--- config.mk ---
export PLATFORM = sky130hd
export DESIGN_NAME = coupling_gain_slewer
export DESIGN_NICKNAME = d
export VERILOG_FILES = /design/src/rtl/coupling_pkg.sv /design/src/rtl/gain_slew_unit.sv /design/src/rtl/coupling_gain_slewer.sv
export SDC_FILE = /design/constraint.sdc
export NUM_CORES = 2
export LEC_CHECK = 0
export CORE_MARGIN = 2
export CORE_UTILIZATION = 40
export CTS_CLUSTER_SIZE = 8
export DETAILED_ROUTE_END_ITERATION = 12
export REMOVE_ABC_BUFFERS = 1
export SLEW_MARGIN = 10
export SYNTH_ARGS = -nofsm -noshare
export SYNTH_HDL_FRONTEND = slang
export SYNTH_HIERARCHICAL = 1
export SYNTH_SLANG_ARGS = --single-unit
--- constraint.sdc ---
create_clock -name clk -period 12.8 [get_ports clk]
set_input_delay 2.56 -clock clk [delete_from_list [all_inputs] [get_ports clk]]
set_output_delay 2.56 -clock clk [all_outputs]
set_load 0.05 [all_outputs]
--- src/rtl/coupling_pkg.sv ---
// Shared definitions for the coupling mode controller and its gain slewer:
// Q14 gain levels, mode codes and slewer state encodings.
package coupling_pkg;

  // Q14 unity gain (1.0 = 2^14)
  localparam int Q14_ONE   = 16384;

  // Gain levels produced by the coupling mode controller
  localparam int GAIN_FULL = 16384;
  localparam int GAIN_HALF = 8192;
  localparam int GAIN_WEAK = 2048;

  // Coupling mode codes
  typedef enum logic [1:0] {
    MODE_MODULATORY = 2'b00,
    MODE_TRANSITION = 2'b01,
    MODE_HARMONIC   = 2'b10
  } coupling_mode_e;

  // Gain slewer state
  typedef enum logic {
    ST_SETTLED = 1'b0,
    ST_RAMP    = 1'b1
  } slew_state_e;

endpackage

--- src/rtl/gain_slew_unit.sv ---
// One gain path: clamps the target into [0, 1.0] and moves the effective
// gain toward it by at most SLEW_STEP Q14 LSBs per clk_en tick.
module gain_slew_unit
  import coupling_pkg::*;
#(
  parameter int WIDTH      = 18,
  parameter int SLEW_STEP  = 8,
  parameter int RESET_GAIN = GAIN_FULL
) (
  input  logic                    clk,
  input  logic                    rst_n,
  input  logic                    clk_en,
  input  logic signed [WIDTH-1:0] tgt,
  output logic signed [WIDTH-1:0] eff,
  output logic                    differs,   // clamped target != current eff
  output logic                    at_target  // eff will equal target after this tick
);

  localparam logic signed [WIDTH-1:0] ONE_G  = WIDTH'(Q14_ONE);
  localparam logic signed [WIDTH-1:0] STEP_G = WIDTH'(SLEW_STEP);
  localparam logic signed [WIDTH:0]   STEP_W = (WIDTH+1)'(SLEW_STEP);

  logic signed [WIDTH-1:0] tgt_c;
  logic signed [WIDTH-1:0] eff_next;
  logic signed [WIDTH:0]   diff;

  // Clamp the target and compute the next slewed gain
  always_comb begin
    // NOTE: every signal is given a value on every path first so no latch is inferred.
    tgt_c    = tgt;
    eff_next = eff;
    if (tgt[WIDTH-1]) begin
      tgt_c = '0;
    end else if (tgt > ONE_G) begin
      tgt_c = ONE_G;
    end
    diff = $signed({tgt_c[WIDTH-1], tgt_c}) - $signed({eff[WIDTH-1], eff});
    if ((diff <= STEP_W) && (diff >= -STEP_W)) begin
      eff_next = tgt_c;
    end else if (diff > 0) begin
      eff_next = eff + STEP_G;
    end else begin
      eff_next = eff - STEP_G;
    end
  end

  assign differs   = (tgt_c != eff);
  assign at_target = (eff_next == tgt_c);

  // Effective gain register, advanced only on ticks
  always_ff @(posedge clk or negedge rst_n) begin
    // NOTE: sequential state uses non-blocking assignments so all registers update together.
    if (!rst_n) begin
      eff <= WIDTH'(RESET_GAIN);
    end else if (clk_en) begin
      eff <= eff_next;
    end
  end

endmodule

--- src/rtl/coupling_gain_slewer.sv ---
// Rate-limits the controller's stepped PAC/harmonic gain targets and mixes
// the two gamma drive paths into one rounded, saturated coupling output.
module coupling_gain_slewer
  import coupling_pkg::*;
#(
  parameter int WIDTH     = 18,
  parameter int FRAC      = 14,
  parameter int SLEW_STEP = 8
) (
  input  logic                    clk,
  input  logic                    rst_n,
  input  logic                    clk_en,
  input  logic [1:0]              coupling_mode,
  input  logic signed [WIDTH-1:0] pac_gain_tgt,
  input  logic signed [WIDTH-1:0] harmonic_gain_tgt,
  input  logic signed [WIDTH-1:0] pac_drive,
  input  logic signed [WIDTH-1:0] harmonic_drive,
  output logic signed [WIDTH-1:0] pac_gain_eff,
  output logic signed [WIDTH-1:0] harmonic_gain_eff,
  output logic signed [WIDTH-1:0] coupling_out,
  output logic                    out_valid,
  output logic                    ramp_active,
  output logic [15:0]             ramp_ticks,
  output logic                    mode_change
);

  localparam int SW = 2 * WIDTH + 1;
  localparam logic signed [SW-1:0] ROUND_HALF = SW'(2 ** (FRAC - 1));
  localparam logic signed [SW-1:0] OUT_MAX    = SW'(2 ** (WIDTH - 1) - 1);
  localparam logic signed [SW-1:0] OUT_MIN    = SW'(-(2 ** (WIDTH - 1)));

  logic pac_differs, pac_at_target;
  logic harm_differs, harm_at_target;
  logic settle_now;

  gain_slew_unit #(
    .WIDTH      (WIDTH),
    .SLEW_STEP  (SLEW_STEP),
    .RESET_GAIN (GAIN_FULL)
  ) u_pac_slew (
    .clk       (clk),
    .rst_n     (rst_n),
    .clk_en    (clk_en),
    .tgt       (pac_gain_tgt),
    .eff       (pac_gain_eff),
    .differs   (pac_differs),
    .at_target (pac_at_target)
  );

  gain_slew_unit #(
    .WIDTH      (WIDTH),
    .SLEW_STEP  (SLEW_STEP),
    .RESET_GAIN (GAIN_WEAK)
  ) u_harm_slew (
    .clk       (clk),
    .rst_n     (rst_n),
    .clk_en    (clk_en),
    .tgt       (harmonic_gain_tgt),
    .eff       (harmonic_gain_eff),
    .differs   (harm_differs),
    .at_target (harm_at_target)
  );

  assign settle_now = pac_at_target && harm_at_target;

  slew_state_e state;

  // Ramp FSM: tracks settled/ramping and counts ticks of the current ramp
  always_ff @(posedge clk or negedge rst_n) begin
    if (!rst_n) begin
      state       <= ST_SETTLED;
      ramp_active <= 1'b0;
      ramp_ticks  <= '0;
    end else if (clk_en) begin
      ramp_active <= !settle_now;
      case (state)
        ST_SETTLED: begin
          if (pac_differs || harm_differs) begin
            ramp_ticks <= 16'd1;
            state      <= settle_now ? ST_SETTLED : ST_RAMP;
          end
        end
        ST_RAMP: begin
          if (ramp_ticks != 16'hFFFF) begin
            ramp_ticks <= ramp_ticks + 16'd1;
          end
          if (settle_now) begin
            state <= ST_SETTLED;
          end
        end
        default: state <= ST_SETTLED;
      endcase
    end
  end

  coupling_mode_e mode_q;

  // Mode tracking: pulse mode_change for one cycle after a tick that sees a new mode
  always_ff @(posedge clk or negedge rst_n) begin
    if (!rst_n) begin
      mode_q      <= MODE_MODULATORY;
      mode_change <= 1'b0;
    end else if (clk_en) begin
      mode_change <= (coupling_mode != mode_q);
      mode_q      <= coupling_mode_e'(coupling_mode);
    end else begin
      mode_change <= 1'b0;
    end
  end

  logic signed [2*WIDTH-1:0] prod_pac;
  logic signed [2*WIDTH-1:0] prod_harm;
  logic                      s1_valid;
  logic signed [SW-1:0]      mix_sum;
  logic signed [SW-1:0]      mix_shifted;
  logic signed [WIDTH-1:0]   mix_sat;

  // Stage 2 arithmetic: sum, round half up, scale back to Q0, saturate
  always_comb begin
    mix_sum     = $signed({prod_pac[2*WIDTH-1], prod_pac})
                + $signed({prod_harm[2*WIDTH-1], prod_harm});
    mix_shifted = (mix_sum + ROUND_HALF) >>> FRAC;
    if (mix_shifted > OUT_MAX) begin
      mix_sat = {1'b0, {(WIDTH-1){1'b1}}};
    end else if (mix_shifted < OUT_MIN) begin
      mix_sat = {1'b1, {(WIDTH-1){1'b0}}};
    end else begin
      mix_sat = mix_shifted[WIDTH-1:0];
    end
  end

  // Mixer pipeline: products with pre-update gains, then the saturated sum
  always_ff @(posedge clk or negedge rst_n) begin
    if (!rst_n) begin
      prod_pac     <= '0;
      prod_harm    <= '0;
      s1_valid     <= 1'b0;
      coupling_out <= '0;
      out_valid    <= 1'b0;
    end else if (clk_en) begin
      prod_pac     <= pac_drive * pac_gain_eff;
      prod_harm    <= harmonic_drive * harmonic_gain_eff;
      s1_valid     <= 1'b1;
      coupling_out <= mix_sat;
      out_valid    <= s1_valid;
    end else begin
      out_valid    <= 1'b0;
    end
  end

endmodule

### Word level (Yosys, flattened, before mapping)

Cells that the tools add are included.

| storage, ports and cells | value |
|---|---|
| register bits | 149 |
| input port bits | 77 |

| operators by class | value |
|---|---|
| add/sub/neg operators | 9 |
| multiply operators | 2 |
| magnitude comparators | 10 |
| equality and inequality tests | 8 |
| mux-type cells | 18 |
| bitwise gates (word level) | 1 |
| reductions and logical operators | 6 |

Operator list:

| cell | number |
|---|---|
| 18-bit two-way mux | 6 |
| 18-bit by 18-bit multiplier with 36-bit output | 2 |
| 17-bit two-way mux | 4 |
| 19-bit by 4-bit >= comparator with 1-bit output, second input constant | 2 |
| 19-bit by 1-bit greater-than comparator with 1-bit output, second input constant | 2 |
| 19-bit by 5-bit less-or-equal comparator with 1-bit output, second input constant | 2 |
| 18-bit by 18-bit subtractor with 19-bit output | 2 |
| 36-bit by 36-bit adder with 37-bit output | 1 |
| 37-bit by 15-bit adder with 37-bit output, second input constant | 1 |
| 18-bit by 5-bit adder with 18-bit output, second input constant | 2 |
| 18-bit equality test | 2 |
| 18-bit by 16-bit greater-than comparator with 1-bit output, second input constant | 2 |
| 18-bit inequality test | 2 |
| 18-bit by 5-bit subtractor with 18-bit output, second input constant | 2 |
| 16-bit two-way mux | 2 |
| 16-bit one-hot mux with 2 select lines | 1 |
| 23-bit by 18-bit greater-than comparator with 1-bit output, second input constant | 1 |
| 23-bit by 18-bit < comparator with 1-bit output, second input constant | 1 |
| 16-bit by 1-bit adder with 16-bit output, second input constant | 1 |
| 16-bit inequality test, second input constant | 1 |
| 1-bit two-way mux | 4 |
| 1-bit logical AND | 3 |
| 3-bit AND reduction | 1 |
| 2-bit by 1-bit inequality test with 1-bit output, second input constant | 1 |
| 6 further kinds | 6 |

### Longest topological paths before layout

| logic depth | value |
|---|---|
| depth in word-level cells | 12 |
| mapped depth | 31 |
| mapped depth without buffers | 29 |

### Cells and area by module

Netlist, hierarchy kept.

By module, submodules not included:

| module | instances | cells an instance | area an instance (um^2) | sequential area each (um^2) |
|---|---|---|---|---|
| coupling_gain_slewer | 1 | 3207 | 30255.3 | 2827.7 |
| gain_slew_unit | 2 | 389 | 3121.7 | 451.7 |

### Least setup slack after synthesis

OpenSTA, ideal clock, no wires.

| timing path | value |
|---|---|
| path kind | input to register |
| from | in pac_gain_tgt[4] |
| to | reg state |
| setup time | 0.138 ns |
| arrival | 8.788 ns |
| data required time | 12.662 ns |
| path slack | 3.875 ns |
| stages | 30 |
| cell sequence | or3_1 > nor4_1 > nand3_1 > a2111oi_0 > buf_2 > clkbuf_1 > nand2_1 > inv_1 > ha_1 > buf_4 > a2111o_1 > o22ai_1 > mux2i_1 > o21a_1 > nor4b_1 > nand4_1 > nand2_1 > inv_1 > fa_1 > nor2b_1 > o21bai_1 > a21boi_0 > o22ai_1 > xor2_1 > xor2_1 > a2111oi_0 > nand3_1 > nor4_1 > a31o_2 > a32oi_1 |

| on the way | value |
|---|---|
| longest elaborated chain between the ends | 12 |
| elaborated cells between the ends (all ways) | 17 |
| classes of those cells | 1 x add/sub; 4 x order compare; 2 x eq/ne; 7 x mux; 3 x reduce/logical |

RTL lines:

| item | line | source |
|---|---|---|
| start: declaration | coupling_gain_slewer.sv:14 | `input logic signed [WIDTH-1:0] pac_gain_tgt,` |
| 18-bit by 16-bit greater-than comparator with 1-bit output | gain_slew_unit.sv:34 | `end else if (tgt > ONE_G) begin` |
| 17-bit two-way mux (*) | gain_slew_unit.sv:34 |  |
| 17-bit two-way mux (*) | gain_slew_unit.sv:32 | `if (tgt[WIDTH-1]) begin` |
| 18-bit by 18-bit subtractor with 19-bit output | gain_slew_unit.sv:37 | `diff = $signed({tgt_c[WIDTH-1], tgt_c}) - $signed({eff[WIDTH-1], eff});` |
| 19-bit by 1-bit greater-than comparator with 1-bit output (tied with other cells) | gain_slew_unit.sv:40 | `end else if (diff > 0) begin` |
| 18-bit two-way mux / 1-bit logical AND (equally long branches) | gain_slew_unit.sv:40, gain_slew_unit.sv:38 |  |
| 18-bit two-way mux | gain_slew_unit.sv:38 | `if ((diff <= STEP_W) && (diff >= -STEP_W)) begin` |
| 18-bit equality test (*) | gain_slew_unit.sv:48 | `assign at_target = (eff_next == tgt_c);` |
| named net pac_at_target | coupling_gain_slewer.sv:32 | `logic pac_differs, pac_at_target;` |
| 1-bit logical AND (*) | coupling_gain_slewer.sv:64 | `assign settle_now = pac_at_target && harm_at_target;` |
| 1-bit two-way mux (*) | coupling_gain_slewer.sv:80, coupling_gain_slewer.sv:87 |  |
| 1-bit two-way mux | coupling_gain_slewer.sv:78 | `if (pac_differs \|\| harm_differs) begin` |
| 1-bit one-hot mux with 2 select lines (*) | coupling_gain_slewer.sv:76 | `case (state)` |
| end signal: assignment | coupling_gain_slewer.sv:80 | `state <= settle_now ? ST_SETTLED : ST_RAMP;` |
| end: declaration | coupling_gain_slewer.sv:66 | `slew_state_e state;` |

Mark *: on every way through the listed nets, which the timed path passes. The rest lies on a longest branch.
A chain may end at the register's enable or synchronous reset.

### Worst setup path in the final report

| timing path | value |
|---|---|
| from | in harmonic_gain_tgt[1] |
| to | reg state |

| on the way | value |
|---|---|
| longest elaborated chain between the ends | 12 |
| elaborated cells between the ends (all ways) | 17 |
| classes of those cells | 1 x add/sub; 4 x order compare; 2 x eq/ne; 7 x mux; 3 x reduce/logical |

RTL lines:

| item | line | source |
|---|---|---|
| start: declaration | coupling_gain_slewer.sv:15 | `input logic signed [WIDTH-1:0] harmonic_gain_tgt,` |
| 18-bit by 16-bit greater-than comparator with 1-bit output | gain_slew_unit.sv:34 |  |
| 17-bit two-way mux (*) | gain_slew_unit.sv:34 |  |
| 17-bit two-way mux (*) | gain_slew_unit.sv:32 |  |
| 18-bit by 18-bit subtractor with 19-bit output | gain_slew_unit.sv:37 |  |
| 19-bit by 1-bit greater-than comparator with 1-bit output (tied with other cells) | gain_slew_unit.sv:40 |  |
| 18-bit two-way mux / 1-bit logical AND (equally long branches) | gain_slew_unit.sv:40, gain_slew_unit.sv:38 |  |
| 18-bit two-way mux | gain_slew_unit.sv:38 |  |
| 18-bit equality test (*) | gain_slew_unit.sv:48 |  |
| named net harm_at_target | coupling_gain_slewer.sv:33 | `logic harm_differs, harm_at_target;` |
| 1-bit logical AND (*) | coupling_gain_slewer.sv:64 |  |
| 1-bit two-way mux (*) | coupling_gain_slewer.sv:80, coupling_gain_slewer.sv:87 |  |
| 1-bit two-way mux | coupling_gain_slewer.sv:78 |  |
| 1-bit one-hot mux with 2 select lines (*) | coupling_gain_slewer.sv:76 |  |

Marks and branches as above.

==> impl_metrics.json <==
{
  "r2r_cells": 23,
  "antenna_left": 0,
  "synth-edff-count": 0,
  "timing.slew.headroom_pct": 25.08,
  "grt_usage_pct": 20.81,
  "die_y_um": 306.1,
  "drt-wirelength-per-cell_um": 17.77,
  "finClkSkew_ps": 15.27,
  "critPathKind": "in2reg",
  "io_pins": 150,
  "crit_fanout": 20,
  "overflow": 0,
  "cts_made_buffers": 17,
  "ys_types": 93,
  "rsz0062_at_grt": "false",
  "wl_um": 93150,
  "drt-initial-drc-count": 1290,
  "worstSkewPairLatency_ps": 500,
  "cp_data_required_time_ps": 13150,
  "setup_violations": 0,
  "via_count": 27180,
  "critPathLaunchType": "input port",
  "synth-main-ff-cell": "dfrtp_1",
  "cts-root-buf": "clkbuf_16",
  "finalMaxSlewViolations": 0,
  "avgSynthCellArea_um2": 9.159,
  "dieWidth_um": 306.1,
  "drc": 0,
  "status": "complete, no violations",
  "hold_depth": 1,
  "rows": 110,
  "areaGrowthSynthToFinish_pct": 8.656,
  "slowest_stage": "nor4b_1",
  "routabilityCongestion": 0.8875,
  "drive_gt1_share_pct": 4.625,
  "dp_hpwl_um": 74520,
  "synth_area_um2": 36500,
  "max_clock_freq_mhz": 96.73,
  "min_from": "s1_valid",
  "cts.reportedPaths.clkPinSlew_ps": 80,
  "first_pass_iters": 7,
  "reg2reg_slack_ps": 5180,
  "layout_min_cycle_time_ps": 10340,
  "grt_start_max_net_pins": 71,
  "tightest_slew_ps": 1124,
  "diodes": 0,
  "die_area_um2": 93680,
  "cts_max_path_buffers": 2,
  "start_util_pct": 40.43,
  "worstReg2RegEnd": "prod_harm[35]",
  "ys_async_sr_fraction_pct": 100.0,
  "whs_endpoint": "s1_valid",
  "htreeDepth": 4,
  "ys_seq_elements": 149,
  "critPathCaptureType": "register",
  "slowest_delay_ps": 510,
  "post_cts_buffers": 0,
  "vias_per_cell": 5.186,
  "final.period_utilization_pct": 80.77,
  "cts.sinks": 149,
  "ctsHoldBuffers": 0,
  "io_buffer_count": 149,
  "tns_ps": 0,
  "hold_viol_final": 0,
  "grt_antenna_before_repair": 0,
  "cts_tree": "built",
  "reg2reg_from": "u_harm_slew/eff[4]",
  "synth-seq-area-share_pct": 10.22,
  "maxCapViolCount": 0,
  "worstHoldPathType": "reg2reg",
  "grt_pass1_wl_um": 154400,
  "coreArea_um2": 90290,
  "synth_warnings": 6,
  "fin_nets": 5107,
  "synth_cells": 3985,
  "layout_common_cells": "inv_1, fa_1, nand2_1",
  "layout_commonest_cell": "inv_1",
  "cts_resized": 0,
  "grt_pass1_vias": 28560,
  "cp_data_arrival_time_ps": 10690
}
[cell type report]
class	instances	area, um^2
Sequential cell	149	3731
Fill cell	8948	50630
Multi-Input combinational cell	2870	29000
Clock inverter	15	176.4
Inverter	834	3131
Clock buffer	17	425.4
Tap cell	1176	1471
Timing Repair Buffer	180	1727
[through the flow]
step | utilization, % | cells | worst slack (ps) | area [um^2] | hold WS (ps)
finish | 43.92 | 5241 | 2462 | 39660 | 465.0
global route | 43.92 | 5241 | 1774 | 39660 | 469.4
CTS | 43.92 | 5241 | 2592 | 39660 | 460.4
detailed placement | 43.26 | 5209 | 2093 | 39060 | 442.2
global placement | 43.26 | 5209 | 2191 | 39060 | 443.1
floorplan | - | 3853 | 2531 | 35850 | 428.0
[kinds of logic after synthesis]
group / after synthesis / synth area share, %
multiplexers: 96 / 2.845
XOR/XNOR: 157 / 3.767
adder cells (fa/ha/maj): 978 / 47.14
other: 2 / 0.02058
AO/OA/AOI/OAI: 505 / 9.801
flip-flops: 149 / 10.22
AND/OR/NAND/NOR: 1130 / 15.81
buffers and inverters: 968 / 10.39
[worst max-delay path: cells and delay by family]
kind | cells | cell delay, ps
AO/OA/AOI/OAI | 11 | 2970
XOR/XNOR | 2 | 330
adder cells (fa/ha/maj) | 2 | 700
buffers and inverters | 3 | 890
multiplexers | 1 | 390
AND/OR/NAND/NOR | 10 | 2830
[routing by layer]
layer | routed length, um | GRT usage [%] | vias up
li1 | - | - | 12660
met1 | 41890 | 28.27 | 13880
met2 | 45300 | 35.03 | 545
met3 | 4069 | 2.820 | 98
met4 | 1895 | 5.426 | 0
met5 | 0 | 0 | -
[flip-flops by register name (all words and copies together), names as in the netlist]
signal and cells:
out_valid 1, coupling_out 18, u_pac_slew/eff 18, prod_harm 36, s1_valid 1, mode_q 2
prod_pac 36, state 1, ramp_active 1, u_harm_slew/eff 18, ramp_ticks 16, mode_change 1
[how the worst max path moves through the flow]
stage,from,endpoint,depth (start not counted)
after floorplan,pac_gain_tgt[4],state,26
after global placement,harmonic_gain_tgt[1],state,29
after detailed placement,harmonic_gain_tgt[1],state,29
after CTS,harmonic_gain_tgt[1],state,29
after global routing,harmonic_gain_tgt[1],state,29
final,harmonic_gain_tgt[1],state,29
[cells in the mapped netlist (37+ instances only)]
cell	n	area, um^2
nand2_1	410	1539
xor2_1	48	420.4
nand3_1	37	185.2
nor2_1	132	495.5
and2_1	351	2196
dfrtp_1	147	3679
fa_1	662	13250
a21o_1	52	390.4
o21ai_0	89	445.4
mux2_2	62	698.2
xnor2_1	109	954.7
ha_1	316	3954
a21oi_1	126	630.6
clkbuf_1	103	386.6
inv_1	833	3127
Power is left out: the tool's default activity adds up to more than one toggle a clock period on the data nets, which glitch-free logic cannot reach.
